`src/rtl/my_datapath_pkg.sv`:
```
// rtl/my_datapath_pkg.sv - shared widths, slot indices and ALU opcodes
package my_datapath_pkg;

  localparam int W     = 23;
  localparam int NREG  = 20;
  localparam int OFS_W = 20;

  localparam int IDX_R0  = 0;
  localparam int IDX_R1  = 1;
  localparam int IDX_R2  = 2;
  localparam int IDX_R3  = 3;
  localparam int IDX_R4  = 4;
  localparam int IDX_R5  = 5;
  localparam int IDX_R6  = 6;
  localparam int IDX_R7  = 7;
  localparam int IDX_R8  = 8;
  localparam int IDX_R9  = 9;
  localparam int IDX_R10 = 10;
  localparam int IDX_R11 = 11;
  localparam int IDX_R12 = 12;
  localparam int IDX_R13 = 13;
  localparam int IDX_R14 = 14;
  localparam int IDX_R15 = 15;
  localparam int IDX_PC  = 16;
  localparam int IDX_IR  = 17;
  localparam int IDX_A   = 18;
  localparam int IDX_G   = 19;

  typedef enum logic [2:0] {
    ALU_ADD   = 3'b000,
    ALU_SUB   = 3'b001,
    ALU_AND   = 3'b010,
    ALU_OR    = 3'b011,
    ALU_XOR   = 3'b100,
    ALU_SHL   = 3'b101,
    ALU_PASSB = 3'b110,
    ALU_PASSA = 3'b111
  } alu_op_e;

  // Branch offset field sign-extended to the datapath width.
  function automatic logic [W-1:0] sext_ofs(input logic [OFS_W-1:0] v);
    return {{(W-OFS_W){v[OFS_W-1]}}, v};
  endfunction

endpackage

```
`src/rtl/my_datapath_alu.sv`:
```
// rtl/my_datapath_alu.sv - combinational ALU feeding the G slot
// Ports: a (A latch), b (bus), op (IR opcode field) -> y (result, mod 2^W)
module my_alu
  import my_datapath_pkg::*;
(
  input  logic [W-1:0] a,
  input  logic [W-1:0] b,
  input  logic [2:0]   op,
  output logic [W-1:0] y
);

  always_comb begin
    y = '0;
    case (alu_op_e'(op))
      ALU_ADD:   y = a + b;
      ALU_SUB:   y = a - b;
      ALU_AND:   y = a & b;
      ALU_OR:    y = a | b;
      ALU_XOR:   y = a ^ b;
      ALU_SHL:   y = a << 1;
      ALU_PASSB: y = b;
      ALU_PASSA: y = a;
      default:   y = '0;
    endcase
  end

endmodule

```
`src/rtl/my_datapath.sv`:
```
// rtl/my_datapath.sv - register file and shared-bus datapath under controller command
// Ports: clk, rst (sync active-high); r_en_OH load enables; tri_controller_OH bus
//        driver selects; branch, inc_pc PC commands; din external data.
//        code {IR opcode, G low bits}, inst_reg, bus, pc, err_conflict (sticky),
//        xfer_cnt (load-cycle counter, wraps).
module my_datapath
  import my_datapath_pkg::*;
(
  input  logic            clk,
  input  logic            rst,
  input  logic [NREG-1:0] r_en_OH,
  input  logic [NREG-1:0] tri_controller_OH,
  input  logic            branch,
  input  logic            inc_pc,
  input  logic [W-1:0]    din,
  output logic [W-1:0]    code,
  output logic [W-1:0]    inst_reg,
  output logic [W-1:0]    bus,
  output logic [W-1:0]    pc,
  output logic            err_conflict,
  output logic [15:0]     xfer_cnt
);

  logic [W-1:0] slots [NREG];
  logic         no_driver;
  logic         conflict;
  logic [W-1:0] sel_val;
  logic [W-1:0] alu_y;

  // x & (x-1) clears the lowest set bit; anything left means two or more drivers.
  assign no_driver = (tri_controller_OH == '0);
  assign conflict  = |(tri_controller_OH & (tri_controller_OH - {{(NREG-1){1'b0}}, 1'b1}));

  // With exactly one driver, OR-ing the masked slots selects it.
  always_comb begin
    sel_val = '0;
    for (int i = 0; i < NREG; i++) begin
      sel_val = sel_val | (slots[i] & {W{tri_controller_OH[i]}});
    end
  end

  always_comb begin
    bus = sel_val;
    if (no_driver) begin
      bus = din;
    end else if (conflict) begin
      bus = '0;
    end
  end

  my_alu u_alu (
    .a  (slots[IDX_A]),
    .b  (bus),
    .op (slots[IDX_IR][W-1:OFS_W]),
    .y  (alu_y)
  );

  always_ff @(posedge clk) begin
    if (rst) begin
      for (int i = 0; i < NREG; i++) begin
        slots[i] <= '0;
      end
      err_conflict <= 1'b0;
      xfer_cnt     <= '0;
    end else if (conflict) begin
      err_conflict <= 1'b1;
    end else begin
      for (int i = 0; i < NREG; i++) begin
        if (r_en_OH[i] && i != IDX_PC) begin
          slots[i] <= (i == IDX_G) ? alu_y : bus;
        end
      end
      // Bus load beats branch beats increment; all use the pre-edge PC and IR.
      if (r_en_OH[IDX_PC]) begin
        slots[IDX_PC] <= bus;
      end else if (branch) begin
        slots[IDX_PC] <= slots[IDX_PC] + sext_ofs(slots[IDX_IR][OFS_W-1:0]);
      end else if (inc_pc) begin
        slots[IDX_PC] <= slots[IDX_PC] + {{(W-1){1'b0}}, 1'b1};
      end
      if (r_en_OH != '0) begin
        xfer_cnt <= xfer_cnt + 16'd1;
      end
    end
  end

  assign pc       = slots[IDX_PC];
  assign inst_reg = slots[IDX_IR];
  assign code     = {slots[IDX_IR][W-1:OFS_W], slots[IDX_G][OFS_W-1:0]};

endmodule

```
`config.mk`:
```
export PLATFORM = sky130hd
export DESIGN_NAME = my_datapath
export DESIGN_NICKNAME = d
export VERILOG_FILES = /design/src/rtl/my_datapath_pkg.sv /design/src/rtl/my_datapath_alu.sv /design/src/rtl/my_datapath.sv
export SDC_FILE = /design/constraint.sdc
export NUM_CORES = 1
export LEC_CHECK = 0
export ABC_AREA = 1
export BUFFER_PORTS_ARGS = -buffer_cell sky130_fd_sc_hd__buf_2
export CAP_MARGIN = 5
export CORE_ASPECT_RATIO = 2
export CORE_UTILIZATION = 40
export DETAILED_ROUTE_END_ITERATION = 7
export GPL_ROUTABILITY_DRIVEN = 0
export PLACE_DENSITY_LB_ADDON = 0.05
export SETUP_SLACK_MARGIN = 0.2
export SLEW_MARGIN = 15
export SYNTH_ARGS = -nofsm -noshare
export SYNTH_HDL_FRONTEND = slang
export SYNTH_SLANG_ARGS = --single-unit
```
`constraint.sdc`:
```
create_clock -name clk -period 6.85 [get_ports clk]
set_input_delay 1.0275 -clock clk [delete_from_list [all_inputs] [get_ports clk]]
set_output_delay 1.0275 -clock clk [all_outputs]
set_load 0.01 [all_outputs]
```
**Yosys cells after proc, flatten, opt, wreduce, memory -nomap -nowiden**

Memories as Yosys holds them, arrays and structs flattened.
Cells that the tools add are included.

- Memories: 1
- Bits in registers: 17
- Logic and storage cells: 205
- RAM bits: 460
- Output and inout port bits: 109

- Equal/unequal tests: 7
- Mux-type cells: 118
- Reduce and logical (&&, ||, !) cells: 5
- Add/subtract/negate cells: 6
- Bitwise operators: 66

Memories:

| name | depth | width | rd ports | clocked after Yosys merged registers in | wr ports | RTL line | text |
|---|---|---|---|---|---|---|---|
| slots | 20 | 23 | 20 | 0 | 20 | my_datapath.sv:24 | `logic [W-1:0] slots [NREG];` |

Operator list:

| operator | number |
|---|---|
| 23-bit two-way mux | 24 |
| 23-bit AND | 21 |
| 23-bit bitwise OR | 20 |
| 23-bit one-hot mux with 8 select lines | 1 |
| 1-bit two-way mux | 93 |
| 23-bit adder | 2 |
| 23-bit by 1-bit adder with 23-bit output (second input constant) | 1 |
| 23-bit subtractor | 1 |
| 23-bit XOR | 1 |
| 1-bit bitwise OR | 22 |
| 20-bit AND | 1 |
| 20-bit logical NOT | 1 |
| 20-bit nonzero test | 1 |
| 20-bit OR reduction | 1 |
| 20-bit by 1-bit subtractor with 20-bit output (second input constant) | 1 |
| 16-bit by 1-bit adder with 16-bit output (second input constant) | 1 |
| 3-bit == test (second input constant) | 4 |
| 3-bit by 2-bit == test with 1-bit output (second input constant) | 2 |
| 3-bit by 1-bit == test with 1-bit output (second input constant) | 1 |
| 3-bit logical NOT | 1 |
| 2-bit AND reduction | 1 |
| 1-bit NOT | 1 |

**Depth between registers and ports, before layout**

Gate-level depths: netlist of the first run.

- Depth in word-level cells: 25
- Mapped depth: 36
- Gate-level depth less buffers: 34

**By module**

Synthesis of the first run repeated with hierarchy kept, for this count alone.

- Cells, all modules: 3178
- Area total of the unflattened synthesis: 28165.8 sq um

Modules (own cells, without submodules):

| module | cells an instance | instances | sequential area each (sq um) | area an instance (sq um) |
|---|---|---|---|---|
| my_datapath | 2493 | 1 | 14153.6 | 24369.6 |
| my_alu | 685 | 1 | 0.0 | 3796.1 |

**Least setup slack after synthesis of the first run**

No wires, ideal clock.

- Path type: in2reg
- From: input tri_controller_OH[4]
- To: memory slots[19][17], in the netlist slots[4][86], data pin
- Stages: 30
- Setup time: 0.254 ns
- Data required time: 6.596 ns
- Data arrival time: 5.209 ns
- Path buffers: 3
- Setup slack: 1.387 ns
- Cell sequence: buf_2 -> nor2_2 -> nand2_1 -> nor2_1 -> nand3_1 -> nand2_1 -> nand3_2 -> nor2_8 -> nand2_4 -> a31o_1 -> nand2_1 -> inv_1 -> buf_2 -> buf_2 -> ha_1 -> or2_2 -> xor2_1 -> ha_1 -> nand2_1 -> o21ai_0 -> a21o_1 -> nand2_1 -> nand2_1 -> nand2_1 -> o211ai_1 -> nand4_1 -> o211ai_1 -> o21ai_0 -> a21oi_1 -> nor2_1

RTL lines:

| element | RTL line | text |
|---|---|---|
| start, declared | my_datapath.sv:12 | `input logic [NREG-1:0] tri_controller_OH,` |
| end, declared | my_datapath.sv:24 |  |

==> impl_metrics.tcl, run 1 <==
set metrics [dict create \
    worstHoldEndpoint "err_conflict" \
    required_ns 7.20 \
    num_rows 132 \
    switching_share_pct 24.78 \
    comb_power_share_pct 8.4 \
    n_fill_cell 6385 \
    num_antenna_cells 0 \
    grt_pass1_wl_um 154900 \
    drtPass1Iterations 8 \
    ir_drop_mv 0.1766 \
    fp.dieW_um 183.1 \
    worstMarginPinSlew_ns 1.238 \
    post_cts_buffers 0 \
    setup.worst_path.end_class "flop" \
    worst_clock_skew_ns 0.02555 \
    fin_crit_sh_pct 91.68 \
    start_util_pct 40.53 \
    vias 22240 \
    whs_path_depth 2 \
    tns_ns 0 \
    yosys.area.top_type "edfxtp_1" \
    dp_cells 3716 \
    synth_edf_count 460 \
    tritoncts "yes" \
    syn_inst 2823 \
    synth_area_leaders "edfxtp_1 53%, nand2_1 8.5%, nor2_1 7.5%" \
    first_global_vias 22360 \
    cts_root_buf "clkbuf_16" \
    numCtsBuffers 46 \
    synth_area_um2 26240 \
    ioPinCount 176 \
    path_class "in -> reg" \
    die_y_um 364.2 \
    die_area_um2 66690 \
    netlist.area_leader.share_pct 52.64 \
    avgSynthCellArea_um2 9.295 \
    start_kind "input port" \
    instances_no_fill 3802 \
    min_path_type "reg -> reg" \
    htree_num_levels 2 \
    portBuffers 175 \
    outcome "finished clean" \
    period_needed_ns 6.280 \
    max-cap-violations 0 \
    clock-sinks 477 \
    ys_types 63 \
    wl_per_cell_um 28.73 \
    regToRegSetupSlack_ns 0.83 \
    drc 0 \
    grt_overflow_total 0 \
    cts_resized 0 \
    slew_viol_final 0 \
    synthArstFlopShare_pct 0 \
    p_switching_mw 1.636 \
    synth_fp_nets 2986 \
    hold_slack_ns 0.4844 \
    drive_gt1_share_pct 14.88 \
    powerDensity_nw_per_um2 225.1 \
    r2r.worst_path.cells 22 \
    arrival_ns 6.63 \
    place_hpwl_um 78620 \
    path_max_fanout 8 \
    area_delta_synth_final_pct 11.81 \
    p_leak_nw 11.11 \
    reg2reg_from "slots[3][0]" \
    fmax_mhz 159.2 \
    slew-limit-headroom_pct 16.99 \
    setup_violations 0 \
    antenna_found_initial 1 \
    yosys_warnings 0 \
    path_clk_slew_ns 0.07 \
    ys.flop_type "edfxtp_1" \
    clkLatencyLatePin_ns 0.59 \
    drt_iter0_markers 2109 \
    clockBufferDepth 3 \
    antenna_left 0 \
    routed_wl_um 109200 \
    fin_nets 3056 \
    r2r_end "slots[4][90]" \
    rsz0062_at_grt "no" \
    ys_ff_latch 477 \
    power.share.clock_pct 41.0 \
    core_um2 64740 \
    hp-start "err_conflict" \
    cts_hold_buf 0 \
    track_usage_pct 32.77 \
    yosysSeqAreaShare_pct 53.94 \
    avgViaCountPerCell 5.848 \
    intPower_mw 4.967 \
    hold_viol 0 \
    grt_max_degree 41 \
    seqPwrFrac_pct 50.6 \
]
-- cells in the final DEF, fill, tap and decap left out, drive strengths merged, types with 4 or more instances in the layout --
cell type	n
o22ai	10
o221ai	5
xor2	46
o211ai	23
nor4	9
nor3	37
a22o	23
buf	270
nor2	537
o2111ai	10
nand4	79
ha	94
a211oi	20
a21o	4
inv	160
a2111oi	11
nand2	622
bufinv	6
xnor2	8
a21oi	109
a221oi	57
clkinv	22
dfxtp	17
edfxtp	460
clkbuf	59
o21ai	107
nand3	94
-- state kept, by name, indices dropped and copies added, names as in the netlist --
| signal | cells |
|---|---|
| xfer_cnt | 16 |
| slots | 460 |
| err_conflict | 1 |
-- worst max path at each step --
stage          depth (start not counted)                   from  slack, ns            to
3_3_place_gp                          28   tri_controller_OH[1]       0.25  slots[4][90]
2_1_floorplan                         30   tri_controller_OH[4]       1.39  slots[4][86]
5_1_grt                               28   tri_controller_OH[1]       0.50  slots[4][90]
6_report                              25  tri_controller_OH[16]       0.57  slots[4][90]
3_5_place_dp                          27   tri_controller_OH[3]       0.24  slots[4][90]
4_1_cts                               28   tri_controller_OH[1]       0.87  slots[4][90]
-- cell families after synthesis --
logic type / count (synthesis) / share of synthesized area, %
xor gates and xnor gates: 54 / 1.802
and+or+nand+nor: 1384 / 22.44
adders and majority gates: 96 / 4.635
DFF: 477 / 53.94
AOI/OAI and AO/OA: 401 / 9.975
buffers and inverters: 411 / 7.210
-- synth_stat cells (3+ instances only) --
cell type and instances:
o221ai_1 5, buf_1 9, nor2_2 9, o21ai_1 9, nor2_1 524, nand2_2 16, a221oi_1 57, nor3_2 7
nand2_4 9, nor3b_1 3, nor3_1 30, clkbuf_1 130, nand3_2 9, a31oi_1 3, inv_1 152, nor4_1 8
dfxtp_1 17, a21oi_1 108, nand3_1 84, inv_2 8, a2111oi_0 11, xor2_1 46, a211oi_1 20, o2111ai_1 10
nand2_1 597, nand4_1 77, edfxtp_1 460, a22o_1 23, o22ai_1 10, buf_2 35, buf_4 70, xnor2_1 8
o21ai_0 97, ha_1 94, a21o_1 4, o211ai_1 23
-- metrics by stage --
step / setup slack, ns / utilization (%) / cell area (µm²) / power, mW
3_5_place_dp: 0.2397 / 42.92 / 27790 / 3.948
4_1_cts: 0.8685 / 45.32 / 29340 / 6.627
3_3_place_gp: 0.2482 / 42.91 / 27780 / 3.941
6_report: 0.5702 / 45.32 / 29340 / 6.603
2_1_floorplan: 1.387 / - / 26240 / 3.685
5_1_grt: 0.5018 / 45.32 / 29340 / 6.773
-- per-layer routing --
| metal | vias up | wire (µm) | track usage (%) |
|---|---|---|---|
| li1 | 9806 | - | - |
| met5 | - | 18 | 0 |
| met2 | 1078 | 55420 | 58.38 |
| met4 | 2 | 9783 | 25.65 |
| met1 | 10950 | 38150 | 35.02 |
| met3 | 401 | 5875 | 3.776 |
-- power groups by stage --
stage	Combinational, mW	Clock, mW	Sequential [mW]
finish	0.555	2.71	3.34
global route	0.585	2.84	3.34
CTS	0.549	2.74	3.34
detailed placement	0.548	0	3.40
global placement	0.544	0	3.40
floorplan	0.308	0	3.38
-- critical path: stages --
cell and delay [ns]:
buf_2 0.11, inv_1 0.38, buf_4 0.33, o21ai_0 0.14, a221oi_1 0.40, nand4_1 0.18, nand3_2 0.11, nand2_2 0.15
nor2_1 0.52, nand4_1 0.50, nand2_1 0.25, o21ai_1 0.11, xor2_1 0.15, ha_1 0.36, nand2_1 0.14, nor4_1 0.62
nand4_1 0.29, nand3_1 0.31, nand3_1 0.11, nand2_1 0.09, xor2_1 0.07, nand2_1 0.06, o2111ai_1 0.10, nand2_1 0.08
inv_1 0.04
-- final cells by class --
cell class                      count  area [µm²]  share of cell area, %
Timing Repair Buffer              270        1614                  5.501
Multi-Input combinational cell   1935       10310                  35.15
Tap cell                          871        1090                  3.714
Inverter                          163       616.8                  2.102
Clock buffer                       59        1264                  4.307
Clock inverter                     27       287.8                 0.9809
Sequential cell                   477       14150                  48.24
(Power assumes the default switching activity.)
==> run 2, diff against run 1 <==
--- a/config.mk
+++ b/config.mk
@@ -6,11 +6,11 @@
 export NUM_CORES = 1
 export LEC_CHECK = 0
 export ABC_AREA = 1
-export BUFFER_PORTS_ARGS = -buffer_cell sky130_fd_sc_hd__buf_2
 export CAP_MARGIN = 5
 export CORE_ASPECT_RATIO = 2
 export CORE_UTILIZATION = 40
 export DETAILED_ROUTE_END_ITERATION = 7
+export DONT_BUFFER_PORTS = 1
 export GPL_ROUTABILITY_DRIVEN = 0
 export PLACE_DENSITY_LB_ADDON = 0.05
 export SETUP_SLACK_MARGIN = 0.2
==> impl_metrics.tcl, run 2 (synthesis gave the netlist of run 1 again) <==
set metrics [dict create \
    path_class "reg -> reg" \
    setup.worst_path.end_class "flop" \
    place_area_um2 26600 \
    rsz0062_at_grt "no" \
    n_fill_cell 6402 \
    worstPathCellList "nand2_1 > nand4_1 > nor3_1 > nand4_1 > nand3_4 > nand2_4 > nor2_1 > nand4_1 > nor2_1 > nor2_1 > xor2_1 > ha_1 > nand2_1 > nor4_1 > nand4_1 > nand3_1 > nand3_1 > nand2_1 > xor2_1 > nand2_1 > o2111ai_1 > nand2_1 > inv_1" \
    hold_slack_ns 0.5320 \
    grt_max_degree 50 \
    numCtsBuffers 46 \
    path_max_fanout 6 \
    crit_buf_inv 1 \
    ioPinCount 176 \
    cts_hold_buf 0 \
    regToRegSetupSlack_ns 1.17 \
    multiInputGateArea_um2 10310 \
    fp.dieW_um 183.1 \
    cp_slowest_stage_delay_ns 0.58 \
    fmax_mhz 176.0 \
    p_total_mw 6.304 \
    min_path_type "reg -> reg" \
    vias 21250 \
    antenna_left 0 \
    drc 0 \
    fin_crit_sh_pct 82.97 \
    top_regs "slots: 460 flops, xfer_cnt: 16 flops, err_conflict: 1 flops" \
    finalInstanceArea_um2 28060 \
    final_core_utilization_pct 43.35 \
    setup_violations 0 \
    start_kind "flop" \
    drt_iter0_markers 2003 \
    place_hpwl_um 73800 \
    register_area_um2 14150 \
    track_usage_pct 32.33 \
    powerDensity_nw_per_um2 224.6 \
    layout_commonest_cell "nand2_1" \
    htree_num_levels 2 \
    num_rows 132 \
    antenna_found_initial 8 \
    cp_common_cell "nand2_1" \
    worstMarginPinSlew_ns 1.201 \
    clockBufferDepth 3 \
    largest_reg_flops 460 \
    worst_clock_skew_ns 0.01809 \
    start_util_pct 40.53 \
    die_area_um2 66690 \
    fin_nets 2844 \
    hold_viol 0 \
    tns_ns 0 \
    slew_viol_final 0 \
    slew-limit-headroom_pct 19.49 \
    wl_per_cell_um 29.97 \
    cts_root_buf "clkbuf_16" \
    path_clk_slew_ns 0.07 \
    routed_wl_um 107700 \
    path_delay_family "simple AND/OR/NAND/NOR gates" \
    top_register "slots" \
    die_y_um 364.2 \
    required_ns 7.21 \
    ir_drop_mv 0.1817 \
    drive_gt1_share_pct 8.057 \
    clkLatencyLatePin_ns 0.60 \
    area_delta_synth_final_pct 6.952 \
    arrival_ns 6.04 \
    p_leak_nw 10.09 \
    core_um2 64740 \
    period_needed_ns 5.683 \
    final_cell_mix "594 x nand2_1, 524 x nor2_1, 460 x edfxtp_1" \
    cts_resized 0 \
    post_cts_buffers 0 \
    first_global_vias 21650 \
    grt_pass1_wl_um 152000 \
    tritoncts "yes" \
    grt_overflow_total 0 \
    clock-sinks 477 \
    outcome "finished clean" \
    cp_slowest_cell "nor2_1" \
    portBuffers 0 \
    drtPass1Iterations 6 \
    max-cap-violations 0 \
    avgViaCountPerCell 5.913 \
]
-- run 2: changes by cell type in the layout (fill, tap and decap cells not counted), sizes merged --
cell | previous run | this run
clkinv | 22 | 33
diode | 0 | 5
bufinv | 6 | 3
inv | 160 | 161
clkbuf | 59 | 49
buf | 270 | 58
-- run 2: final timing paths --
kind,cells after the start,to,startpoint
worst min-delay path,2,xfer_cnt[15],xfer_cnt[15]
worst min register to register,2,xfer_cnt[15],xfer_cnt[15]
worst max-delay path,23,slots[4][90],slots[4][8]
worst max register to register,23,slots[4][90],slots[4][8]
-- run 2: worst register-to-register path, delay by kind of cell, from the launching register on --
kind	cells	cell delay (ns)
and+or+nand+nor	18	4.12
DFF	1	0.55
adders and majority gates	1	0.39
xor gates and xnor gates	2	0.25
AOI/OAI and AO/OA	1	0.10
buffers and inverters	1	0.04
-- run 2: stage by stage --
step | setup slack, ns | std cells
floorplan | 1.387 | 2823
global placement | 0.8920 | 3504
detailed placement | 0.9024 | 3504
CTS | 1.490 | 3589
global route | 1.028 | 3594
finish | 1.167 | 3594
-- run 2: cell type report --
cell class	count	area share, %
Multi-Input combinational cell	1935	36.73
Tap cell	871	3.883
Sequential cell	477	50.43
Clock buffer	49	4.218
Timing Repair Buffer	58	1.551
Inverter	163	2.198
Clock inverter	36	0.9452
Antenna cell	5	0.04458
-- run 2: layer usage --
metal / part of all wire [%] / routed length (µm) / vias to the layer above / track usage (%)
met4: 7.8 / 8374 / 6 / 23.30
met3: 7.2 / 7805 / 345 / 6.254
met5: 0.038 / 41 / - / 0
met2: 51 / 54970 / 1022 / 58.12
li1: - / - / 9384 / -
met1: 34 / 36510 / 10500 / 33.24
-- run 2: power breakdown --
part / total (mW) / leakage (nW) / internal, mW / switching, mW
combinational: 0.400 / 4.52 / 0.116 / 0.284
sequential: 3.35 / 4.87 / 3.28 / 0.0658
clock: 2.56 / 0.705 / 1.37 / 1.19
total: 6.30 / 10.1 / 4.77 / 1.54
